==> src/rtl/zap_wb_pkg.sv <==
// zap_wb_pkg: shared Wishbone constants and helpers for the N-master arbiter.
// Contents: CTI encodings and an index-width helper (at least 1 bit).
package zap_wb_pkg;
    localparam logic [2:0] CTI_CLASSIC = 3'b000;
    localparam logic [2:0] CTI_BURST   = 3'b010;
    localparam logic [2:0] CTI_EOB     = 3'b111;
    function automatic int idx_wdt(input int n);
        return (n > 1) ? $clog2(n) : 1;
    endfunction
endpackage

==> src/rtl/zap_wb_arbiter_n_if.sv <==
// zap_wb_arbiter_n_if: bundle of the N-master request side and the shared Wishbone port.
// Master-side : i_wb_*_nxt packed per master, o_wb_ack/o_wb_err one-hot back.
// Bus-side    : o_wb_*_nxt combinational mux, o_wb_* registered, i_wb_dat/ack/err from the slave.
// Modports    : slave = arbiter view, master = environment (sub-masters + external slave) view.
interface zap_wb_arbiter_n_if #(
    parameter int NUM_MASTERS = 4,
    parameter int DATA_WDT    = 32,
    parameter int ADDR_WDT    = 32
);
    localparam int SEL_WDT = DATA_WDT / 8;
    logic [NUM_MASTERS-1:0]          i_wb_cyc_nxt, i_wb_stb_nxt, i_wb_wen_nxt;
    logic [NUM_MASTERS*SEL_WDT-1:0]  i_wb_sel_nxt;
    logic [NUM_MASTERS*DATA_WDT-1:0] i_wb_dat_nxt;
    logic [NUM_MASTERS*ADDR_WDT-1:0] i_wb_adr_nxt;
    logic [NUM_MASTERS*3-1:0]        i_wb_cti_nxt;
    logic [NUM_MASTERS-1:0]          o_wb_ack, o_wb_err;
    logic                            o_wb_cyc_nxt, o_wb_stb_nxt, o_wb_wen_nxt;
    logic [SEL_WDT-1:0]              o_wb_sel_nxt;
    logic [DATA_WDT-1:0]             o_wb_dat_nxt;
    logic [ADDR_WDT-1:0]             o_wb_adr_nxt;
    logic [2:0]                      o_wb_cti_nxt;
    logic                            o_wb_cyc, o_wb_stb, o_wb_wen;
    logic [SEL_WDT-1:0]              o_wb_sel;
    logic [DATA_WDT-1:0]             o_wb_dat;
    logic [ADDR_WDT-1:0]             o_wb_adr;
    logic [2:0]                      o_wb_cti;
    logic [DATA_WDT-1:0]             i_wb_dat;
    logic                            i_wb_ack, i_wb_err;
    // Read data fans out to the masters directly, so the arbiter never sees it.
    modport slave (
        input  i_wb_cyc_nxt, i_wb_stb_nxt, i_wb_wen_nxt, i_wb_sel_nxt, i_wb_dat_nxt,
               i_wb_adr_nxt, i_wb_cti_nxt, i_wb_ack, i_wb_err,
        output o_wb_ack, o_wb_err,
               o_wb_cyc_nxt, o_wb_stb_nxt, o_wb_wen_nxt, o_wb_sel_nxt, o_wb_dat_nxt,
               o_wb_adr_nxt, o_wb_cti_nxt,
               o_wb_cyc, o_wb_stb, o_wb_wen, o_wb_sel, o_wb_dat, o_wb_adr, o_wb_cti
    );
    modport master (
        output i_wb_cyc_nxt, i_wb_stb_nxt, i_wb_wen_nxt, i_wb_sel_nxt, i_wb_dat_nxt,
               i_wb_adr_nxt, i_wb_cti_nxt, i_wb_ack, i_wb_err, i_wb_dat,
        input  o_wb_ack, o_wb_err,
               o_wb_cyc_nxt, o_wb_stb_nxt, o_wb_wen_nxt, o_wb_sel_nxt, o_wb_dat_nxt,
               o_wb_adr_nxt, o_wb_cti_nxt,
               o_wb_cyc, o_wb_stb, o_wb_wen, o_wb_sel, o_wb_dat, o_wb_adr, o_wb_cti
    );
endinterface

==> src/rtl/zap_wb_rr_pick.sv <==
// zap_wb_rr_pick: combinational winner picker, fixed priority or round-robin.
// Ports: req (request vector), last (current owner), rr_en (1 = round-robin),
//        win (winning index), valid (any request present).
module zap_wb_rr_pick
    import zap_wb_pkg::*;
#(
    parameter int N  = 4,
    parameter int IW = idx_wdt(N)
) (
    input  logic [N-1:0]  req,
    input  logic [IW-1:0] last,
    input  logic          rr_en,
    output logic [IW-1:0] win,
    output logic          valid
);
    logic [IW-1:0] fix, lo, hi;
    logic          hi_vld;
    // fix: highest requester. lo: lowest requester. hi: lowest requester above last,
    // which is where the round-robin search lands before wrapping around to lo.
    always_comb begin
        fix    = '0;
        lo     = '0;
        hi     = '0;
        hi_vld = 1'b0;
        for (int k = 0; k < N; k++)
            if (req[k]) fix = IW'(k);
        for (int k = N - 1; k >= 0; k--) begin
            if (req[k]) lo = IW'(k);
            if (req[k] && k > int'(last)) begin
                hi     = IW'(k);
                hi_vld = 1'b1;
            end
        end
    end
    assign win   = !rr_en ? fix : hi_vld ? hi : lo;
    assign valid = |req;
endmodule

==> src/rtl/zap_wb_arbiter_n.sv <==
// zap_wb_arbiter_n: N-master Wishbone B3 arbiter with fixed/round-robin priority, optional lock and no-ACK timeout.
// Ports: i_clk, i_reset (sync, active-high); wb (slave modport: master requests in,
//        muxed and registered bus out, ACK/ERR routed back); o_grant (one-hot owner of
//        the registered strobe); o_timeout (pulse in the cycle a forced error is returned).
module zap_wb_arbiter_n
    import zap_wb_pkg::*;
#(
    parameter int NUM_MASTERS = 4,
    parameter int DATA_WDT    = 32,
    parameter int ADDR_WDT    = 32,
    parameter int RR_EN       = 0,
    parameter int LOCK_EN     = 0,
    parameter int TIMEOUT     = 0
) (
    input  logic                   i_clk,
    input  logic                   i_reset,
    zap_wb_arbiter_n_if.slave      wb,
    output logic [NUM_MASTERS-1:0] o_grant,
    output logic                   o_timeout
);
    localparam int IW = idx_wdt(NUM_MASTERS);
    localparam int SW = DATA_WDT / 8;
    logic [IW-1:0] grant_ff, grant_nxt, win;
    logic          valid, tmo_fire, bnd;

    zap_wb_rr_pick #(.N(NUM_MASTERS), .IW(IW)) u_pick (
        .req   (wb.i_wb_cyc_nxt),
        .last  (grant_ff),
        .rr_en (RR_EN != 0),
        .win   (win),
        .valid (valid)
    );

    generate
        if (TIMEOUT > 0) begin : g_tmo
            localparam int TW = $clog2(TIMEOUT + 1);
            logic [TW-1:0] tmo_cnt;
            // A real ACK/ERR in the final cycle suppresses the forced error.
            assign tmo_fire = (tmo_cnt == TW'(TIMEOUT - 1)) & wb.o_wb_stb & !wb.i_wb_ack & !wb.i_wb_err;
            always_ff @(posedge i_clk)
                tmo_cnt <= (i_reset | !wb.o_wb_stb | wb.i_wb_ack | wb.i_wb_err | tmo_fire) ? '0 : tmo_cnt + TW'(1);
        end else begin : g_no_tmo
            assign tmo_fire = 1'b0;
        end
    endgenerate

    // Re-arbitrate only when the registered strobe is idle or retiring; under lock the
    // owner must also have released its cycle.
    assign bnd       = (!wb.o_wb_stb | wb.i_wb_ack | wb.i_wb_err | tmo_fire) &
                       ((LOCK_EN == 0) | !wb.i_wb_cyc_nxt[grant_ff]);
    assign grant_nxt = (bnd & valid) ? win : grant_ff;
    assign o_timeout = tmo_fire & !i_reset;

    always_comb begin
        wb.o_wb_cyc_nxt = 1'b0;
        wb.o_wb_stb_nxt = 1'b0;
        wb.o_wb_wen_nxt = 1'b0;
        wb.o_wb_sel_nxt = '0;
        wb.o_wb_dat_nxt = '0;
        wb.o_wb_adr_nxt = '0;
        wb.o_wb_cti_nxt = CTI_EOB;
        wb.o_wb_ack     = '0;
        wb.o_wb_err     = '0;
        o_grant         = '0;
        for (int k = 0; k < NUM_MASTERS; k++) begin
            if (grant_nxt == IW'(k)) begin
                wb.o_wb_cyc_nxt = wb.i_wb_cyc_nxt[k];
                wb.o_wb_stb_nxt = wb.i_wb_stb_nxt[k];
                wb.o_wb_wen_nxt = wb.i_wb_wen_nxt[k];
                wb.o_wb_sel_nxt = wb.i_wb_sel_nxt[k*SW +: SW];
                wb.o_wb_dat_nxt = wb.i_wb_dat_nxt[k*DATA_WDT +: DATA_WDT];
                wb.o_wb_adr_nxt = wb.i_wb_adr_nxt[k*ADDR_WDT +: ADDR_WDT];
                wb.o_wb_cti_nxt = wb.i_wb_cti_nxt[k*3 +: 3];
            end
            if (grant_ff == IW'(k)) begin
                wb.o_wb_ack[k] = wb.i_wb_ack & !i_reset;
                wb.o_wb_err[k] = (wb.i_wb_err | tmo_fire) & !i_reset;
                o_grant[k]     = 1'b1;
            end
        end
    end

    always_ff @(posedge i_clk) begin
        if (i_reset) begin
            grant_ff    <= '0;
            wb.o_wb_cyc <= 1'b0;
            wb.o_wb_stb <= 1'b0;
            wb.o_wb_wen <= 1'b0;
            wb.o_wb_sel <= '0;
            wb.o_wb_dat <= '0;
            wb.o_wb_adr <= '0;
            wb.o_wb_cti <= CTI_EOB;
        end else begin
            grant_ff    <= grant_nxt;
            wb.o_wb_cyc <= wb.o_wb_cyc_nxt;
            wb.o_wb_stb <= wb.o_wb_stb_nxt;
            wb.o_wb_wen <= wb.o_wb_wen_nxt;
            wb.o_wb_sel <= wb.o_wb_sel_nxt;
            wb.o_wb_dat <= wb.o_wb_dat_nxt;
            wb.o_wb_adr <= wb.o_wb_adr_nxt;
            wb.o_wb_cti <= wb.o_wb_cti_nxt;
        end
    end
endmodule

==> src/flat_wrapper.sv <==
// flat-port wrapper written by rule: the top's interface ports become plain ports
module zap_wb_arbiter_n_flat import zap_wb_pkg::*;
#(
    parameter int NUM_MASTERS = 4,
    parameter int DATA_WDT    = 32,
    parameter int ADDR_WDT    = 32,
    parameter int RR_EN       = 0,
    parameter int LOCK_EN     = 0,
    parameter int TIMEOUT     = 0
)
  (i_clk, i_reset, o_grant, o_timeout, wb_i_wb_cyc_nxt, wb_i_wb_stb_nxt, wb_i_wb_wen_nxt, wb_i_wb_sel_nxt, wb_i_wb_dat_nxt, wb_i_wb_adr_nxt, wb_i_wb_cti_nxt, wb_i_wb_ack, wb_i_wb_err, wb_o_wb_ack, wb_o_wb_err, wb_o_wb_cyc_nxt, wb_o_wb_stb_nxt, wb_o_wb_wen_nxt, wb_o_wb_sel_nxt, wb_o_wb_dat_nxt, wb_o_wb_adr_nxt, wb_o_wb_cti_nxt, wb_o_wb_cyc, wb_o_wb_stb, wb_o_wb_wen, wb_o_wb_sel, wb_o_wb_dat, wb_o_wb_adr, wb_o_wb_cti);
  zap_wb_arbiter_n_if #(.NUM_MASTERS(NUM_MASTERS), .DATA_WDT(DATA_WDT), .ADDR_WDT(ADDR_WDT)) wb_i ();
  input  logic i_clk;
  input  logic i_reset;
  output logic [NUM_MASTERS-1:0] o_grant;
  output logic o_timeout;
  input wire logic [$bits(wb_i.i_wb_cyc_nxt)-1:0] wb_i_wb_cyc_nxt;
  input wire logic [$bits(wb_i.i_wb_stb_nxt)-1:0] wb_i_wb_stb_nxt;
  input wire logic [$bits(wb_i.i_wb_wen_nxt)-1:0] wb_i_wb_wen_nxt;
  input wire logic [$bits(wb_i.i_wb_sel_nxt)-1:0] wb_i_wb_sel_nxt;
  input wire logic [$bits(wb_i.i_wb_dat_nxt)-1:0] wb_i_wb_dat_nxt;
  input wire logic [$bits(wb_i.i_wb_adr_nxt)-1:0] wb_i_wb_adr_nxt;
  input wire logic [$bits(wb_i.i_wb_cti_nxt)-1:0] wb_i_wb_cti_nxt;
  input wire logic [$bits(wb_i.i_wb_ack)-1:0] wb_i_wb_ack;
  input wire logic [$bits(wb_i.i_wb_err)-1:0] wb_i_wb_err;
  output wire logic [$bits(wb_i.o_wb_ack)-1:0] wb_o_wb_ack;
  output wire logic [$bits(wb_i.o_wb_err)-1:0] wb_o_wb_err;
  output wire logic [$bits(wb_i.o_wb_cyc_nxt)-1:0] wb_o_wb_cyc_nxt;
  output wire logic [$bits(wb_i.o_wb_stb_nxt)-1:0] wb_o_wb_stb_nxt;
  output wire logic [$bits(wb_i.o_wb_wen_nxt)-1:0] wb_o_wb_wen_nxt;
  output wire logic [$bits(wb_i.o_wb_sel_nxt)-1:0] wb_o_wb_sel_nxt;
  output wire logic [$bits(wb_i.o_wb_dat_nxt)-1:0] wb_o_wb_dat_nxt;
  output wire logic [$bits(wb_i.o_wb_adr_nxt)-1:0] wb_o_wb_adr_nxt;
  output wire logic [$bits(wb_i.o_wb_cti_nxt)-1:0] wb_o_wb_cti_nxt;
  output wire logic [$bits(wb_i.o_wb_cyc)-1:0] wb_o_wb_cyc;
  output wire logic [$bits(wb_i.o_wb_stb)-1:0] wb_o_wb_stb;
  output wire logic [$bits(wb_i.o_wb_wen)-1:0] wb_o_wb_wen;
  output wire logic [$bits(wb_i.o_wb_sel)-1:0] wb_o_wb_sel;
  output wire logic [$bits(wb_i.o_wb_dat)-1:0] wb_o_wb_dat;
  output wire logic [$bits(wb_i.o_wb_adr)-1:0] wb_o_wb_adr;
  output wire logic [$bits(wb_i.o_wb_cti)-1:0] wb_o_wb_cti;
  assign wb_i.i_wb_cyc_nxt = wb_i_wb_cyc_nxt;
  assign wb_i.i_wb_stb_nxt = wb_i_wb_stb_nxt;
  assign wb_i.i_wb_wen_nxt = wb_i_wb_wen_nxt;
  assign wb_i.i_wb_sel_nxt = wb_i_wb_sel_nxt;
  assign wb_i.i_wb_dat_nxt = wb_i_wb_dat_nxt;
  assign wb_i.i_wb_adr_nxt = wb_i_wb_adr_nxt;
  assign wb_i.i_wb_cti_nxt = wb_i_wb_cti_nxt;
  assign wb_i.i_wb_ack = wb_i_wb_ack;
  assign wb_i.i_wb_err = wb_i_wb_err;
  assign wb_o_wb_ack = wb_i.o_wb_ack;
  assign wb_o_wb_err = wb_i.o_wb_err;
  assign wb_o_wb_cyc_nxt = wb_i.o_wb_cyc_nxt;
  assign wb_o_wb_stb_nxt = wb_i.o_wb_stb_nxt;
  assign wb_o_wb_wen_nxt = wb_i.o_wb_wen_nxt;
  assign wb_o_wb_sel_nxt = wb_i.o_wb_sel_nxt;
  assign wb_o_wb_dat_nxt = wb_i.o_wb_dat_nxt;
  assign wb_o_wb_adr_nxt = wb_i.o_wb_adr_nxt;
  assign wb_o_wb_cti_nxt = wb_i.o_wb_cti_nxt;
  assign wb_o_wb_cyc = wb_i.o_wb_cyc;
  assign wb_o_wb_stb = wb_i.o_wb_stb;
  assign wb_o_wb_wen = wb_i.o_wb_wen;
  assign wb_o_wb_sel = wb_i.o_wb_sel;
  assign wb_o_wb_dat = wb_i.o_wb_dat;
  assign wb_o_wb_adr = wb_i.o_wb_adr;
  assign wb_o_wb_cti = wb_i.o_wb_cti;
  zap_wb_arbiter_n #(.NUM_MASTERS(NUM_MASTERS), .DATA_WDT(DATA_WDT), .ADDR_WDT(ADDR_WDT), .RR_EN(RR_EN), .LOCK_EN(LOCK_EN), .TIMEOUT(TIMEOUT)) u_core (.i_clk(i_clk), .i_reset(i_reset), .wb(wb_i), .o_grant(o_grant), .o_timeout(o_timeout));
endmodule
==> config.mk <==
export PLATFORM = sky130hd
export DESIGN_NAME = zap_wb_arbiter_n_flat
export DESIGN_NICKNAME = d
export VERILOG_FILES = /design/src/rtl/zap_wb_pkg.sv /design/src/rtl/zap_wb_arbiter_n_if.sv /design/src/rtl/zap_wb_rr_pick.sv /design/src/rtl/zap_wb_arbiter_n.sv /design/src/flat_wrapper.sv
export SDC_FILE = /design/constraint.sdc
export NUM_CORES = 1
export LEC_CHECK = 0
export CORE_AREA = 2 2 181 183
export CTS_BUF_LIST = sky130_fd_sc_hd__clkbuf_4 sky130_fd_sc_hd__clkbuf_8
export DETAILED_ROUTE_END_ITERATION = 8
export DIE_AREA = 0 0 183 185
export PLACE_DENSITY = 0.48
export SLEW_MARGIN = 10
export SYNTH_ARGS = -nofsm -noshare
export SYNTH_HDL_FRONTEND = slang
export SYNTH_SLANG_ARGS = --single-unit
export TNS_END_PERCENT = 1
==> constraint.sdc <==
create_clock -name i_clk -period 2.41 [get_ports i_clk]
set_clock_uncertainty 0.15 [all_clocks]
set_input_delay 0.3615 -clock i_clk [delete_from_list [all_inputs] [get_ports i_clk]]
set_output_delay 0.3615 -clock i_clk [all_outputs]
set_load 0.01 [all_outputs]
==> results by group <==
Synthesis
  – Yosys cell types: 28
  – Compound-Gate Fraction of Synth Area: 0.1109
  – Multiplexer share of the synthesized area: 0.4594
  – Synth Area in Simple Gates: 0.03185
  – Mapped Cells: approximately 460
  – Area of the mapped netlist: 4793 sq um
  – Sequential-to-total area share from yosys stat: 0.3174
  – Syn Nets: 755
  – Synth Area in Adders: 0
  – Warning count from the yosys run: 0
  – Yosys reg bits: 76
  – Post-synthesis xor/xnor area fraction: 0
  – Mean post-synth cell area: around 11 sq um
  – Main combinational cell family by area after synthesis: multiplexers

Cells and area
  – Post-Layout Cell Count: 1457
  – Most frequent cells in the layout: 383 x clkdlybuf4s50_1, 152 x mux2i_1, 141 x buf_4, 75 x dfxtp_1, 64 x o22ai_1
  – Final nets: about 1.3k
  – Fill cell instance count of the final layout: between 3k and 4k
  – Diode count: 0
  – Final core occ: 0.3599
  – Share of post-route cells with drive strength above 1: 0.2831
  – Synth-to-layout area growth: 140.6%
  – Commonest non-fill, non-tap cell in the layout: clkdlybuf4s50_1

Critical path
  – Cells on worst reg2reg path: 12
  – Setup crit start: u_core.wb.o_wb_stb$_SDFF_PP0_
  – Worst EP arrival: around 2.4 ns
  – Worst r2r src: u_core.wb.o_wb_stb$_SDFF_PP0_
  – Reg2reg end: u_core.wb.o_wb_adr[12]$_SDFF_PP0_
  – Required time worst endpoint: between 1.5 and 2 ns
  – Startpoint types: register
  – Setup Crit Path Kind: register to primary output
  – Critical-path maximum fanout: 7
  – R2r setup slk: 0.03 ns
  – CP Capture Type: primary output

Route
  – Routed WL: around 28 mm
  – Via Count: approximately 5.9k
  – Residual DRC: 0
  – Vias per cell: between 4 and 5
  – WL/cell: between 15 and 20 microns
  – DRT antenna net count: 0
  – DRT iter0 DRCs: around 130
  – Drt pass-1 iters: 4

Placement
  – Gpl congestion: 0.7976
  – Placed cell count: 1422
  – Post-DP HPWL: 20.71 mm
  – Place WS: -0.9068 ns
  – IO buf count: approximately 460

Global routing
  – Vias in the first global route: between 6k and 7k
  – Largest net degree at the start of global routing: 40
  – First-pass GRT wire length: 38.21 mm
  – Global Route Usage Sum: 0.1533
  – Initial antenna violation count: 0
  – GRT overflow: 0

Timing
  – Final Cycle Share: 1.194
  – Slew Limit Fails: 0
  – RSZ-0062 raised after global routing: yes
  – Final Hold Viols: 0
  – Tmin final: around 2.9 ns
  – Final setup fails: 74
  – Setup ws final: -0.4677 ns
  – Achievable Freq: around 350 MHz

Power
  – Tot Pwr: 5.260 mW
  – Pwr Density: roughly 460 nW/um^2
  – Worst IR Drop VDD: about 250 uV
  – Pleak: ~5 nW

Clock network
  – CTS root buffer: clkbuf_8
  – Total CTS buffers: 9
  – CTS tree: yes
  – Deepest clock path buffer count: 2
  – Max H-tree Level: 3
  – Clk sinks: 76
  – Clock transition at path regs: ~0.090 ns
  – Worst skew pair latency: ~0.36 ns

Min path
  – Cells on Worst Hold Path: 2
  – Hold endpoint: u_core.grant_ff[0]$_SDFF_PP0_
  – Worst hold path type: register to register
  – Min-delay src: u_core.grant_ff[0]$_SDFF_PP0_

Die
  – DIE AREA: 33860 sq um
  – Rows: between 60 and 70
  – Die Wd: approximately 180 microns
  – Initial Util: 0.1496
  – Die height: about 190 microns
  – I/O Pins: about 460
  – Std-Cell Core Area: approximately 32000 sq um

Run
  – Maxcap violations: 0

Status
  – Failing checks: setup timing
  – Status: finished, violations left
## worst max-delay path by stage
stage | end | cells after the start
2_1_floorplan | wb_o_wb_adr_nxt[0] | 6
3_3_place_gp | wb_o_wb_adr_nxt[31] | 9
3_5_place_dp | wb_o_wb_adr_nxt[31] | 9
4_1_cts | wb_o_wb_adr_nxt[12] | 10
5_1_grt | wb_o_wb_adr_nxt[12] | 10
6_report | wb_o_wb_adr_nxt[12] | 10
## layout make-up
cell class	instances	area (sq um)	share of cell area
multi-input combinational	333	3392	0.2941
timing repair buffer	620	5886	0.5104
clock inverter	5	61.31	0.005316
clock buffer	11	145.1	0.01259
inverter	4	15.01	0.001302
sequential	76	1523	0.1320
tap	408	510.5	0.04427
## critical path: stages, from the launching register on
cell and delay, ns:
dfxtp_2 0.35, or3b_4 0.40, o21ai_4 0.10, nand2_8 0.08, buf_12 0.16, buf_16 0.15, buf_12 0.15, buf_6 0.13
mux2i_2 0.21, mux2i_1 0.11, buf_2 0.16
## synthesized netlist by cell type, drive strengths merged
cell type	count	share of area
mux2i	220	0.46
nor3	2	0.0021
nand2b	5	0.0065
nor2	9	0.0070
dfxtp	76	0.32
nand2	6	0.0057
o21a	1	0.0016
buf	34	0.070
o22ai	70	0.091
nor3b	2	0.0042
clkbuf	8	0.0063
a21oi	2	0.0021
or3b	1	0.0023
or2	1	0.0013
conb	1	0.00078
inv	4	0.0031
o21ai	6	0.0078
nor2b	2	0.0026
a22oi	4	0.0063
o22a	1	0.0018
## registers in the layout (all words and copies together) (netlist names)
register / count
u_core.grant_ff: 2
u_core.wb.o_wb_adr: 32
u_core.wb.o_wb_cti: 3
u_core.wb.o_wb_cyc: 1
u_core.wb.o_wb_dat: 32
u_core.wb.o_wb_sel: 4
u_core.wb.o_wb_stb: 1
u_core.wb.o_wb_wen: 1
## through the flow
stage	TNS (ns)	area, sq um	hold WS (ns)
6_report	-25.82	11530	0.5120
4_1_cts	-30.54	11320	0.4728
5_1_grt	-34.31	11530	0.4977
2_1_floorplan	0	4793	0.2806
3_5_place_dp	-89.37	10760	0.5480
3_3_place_gp	-89.08	10760	0.5322
## layer usage
| layer | wire, microns | global-route usage |
|---|---|---|
| met1 | 11320 | 0.1795 |
| met2 | 14340 | 0.2832 |
| met3 | 1742 | 0.03578 |
| met4 | 203 | 0.03360 |
| met5 | 0 | 0 |
## kinds of logic (layout without fill, tap and decap cells)
logic type	after synthesis	count (layout)
AO/OA/AOI/OAI	84	84
AND/OR/NAND/NOR	28	28
other	1	1
buffers and inverters	46	640
multiplexers	220	220
flip-flops	76	76
## report_power, final
group / internal [mW] / leakage, nW / total, mW / switching, mW
logic: 1.63 / 4.40 / 2.73 / 1.10
registers: 1.39 / 0.633 / 1.43 / 0.0366
clock network: 0.522 / 0.0952 / 1.10 / 0.583
## timing repair
| item | in CTS | in global routing |
|---|---|---|
| hold buffers | 0 | 0 |
| resized for setup | 226 | 71 |
| buffers inserted | 13 | 1 |
| pin swaps | 0 | 0 |
| gates cloned | 4 | 1 |
| endpoints found under the setup margin | 98 | 80 |
Power figures use the tool's default switching activity.
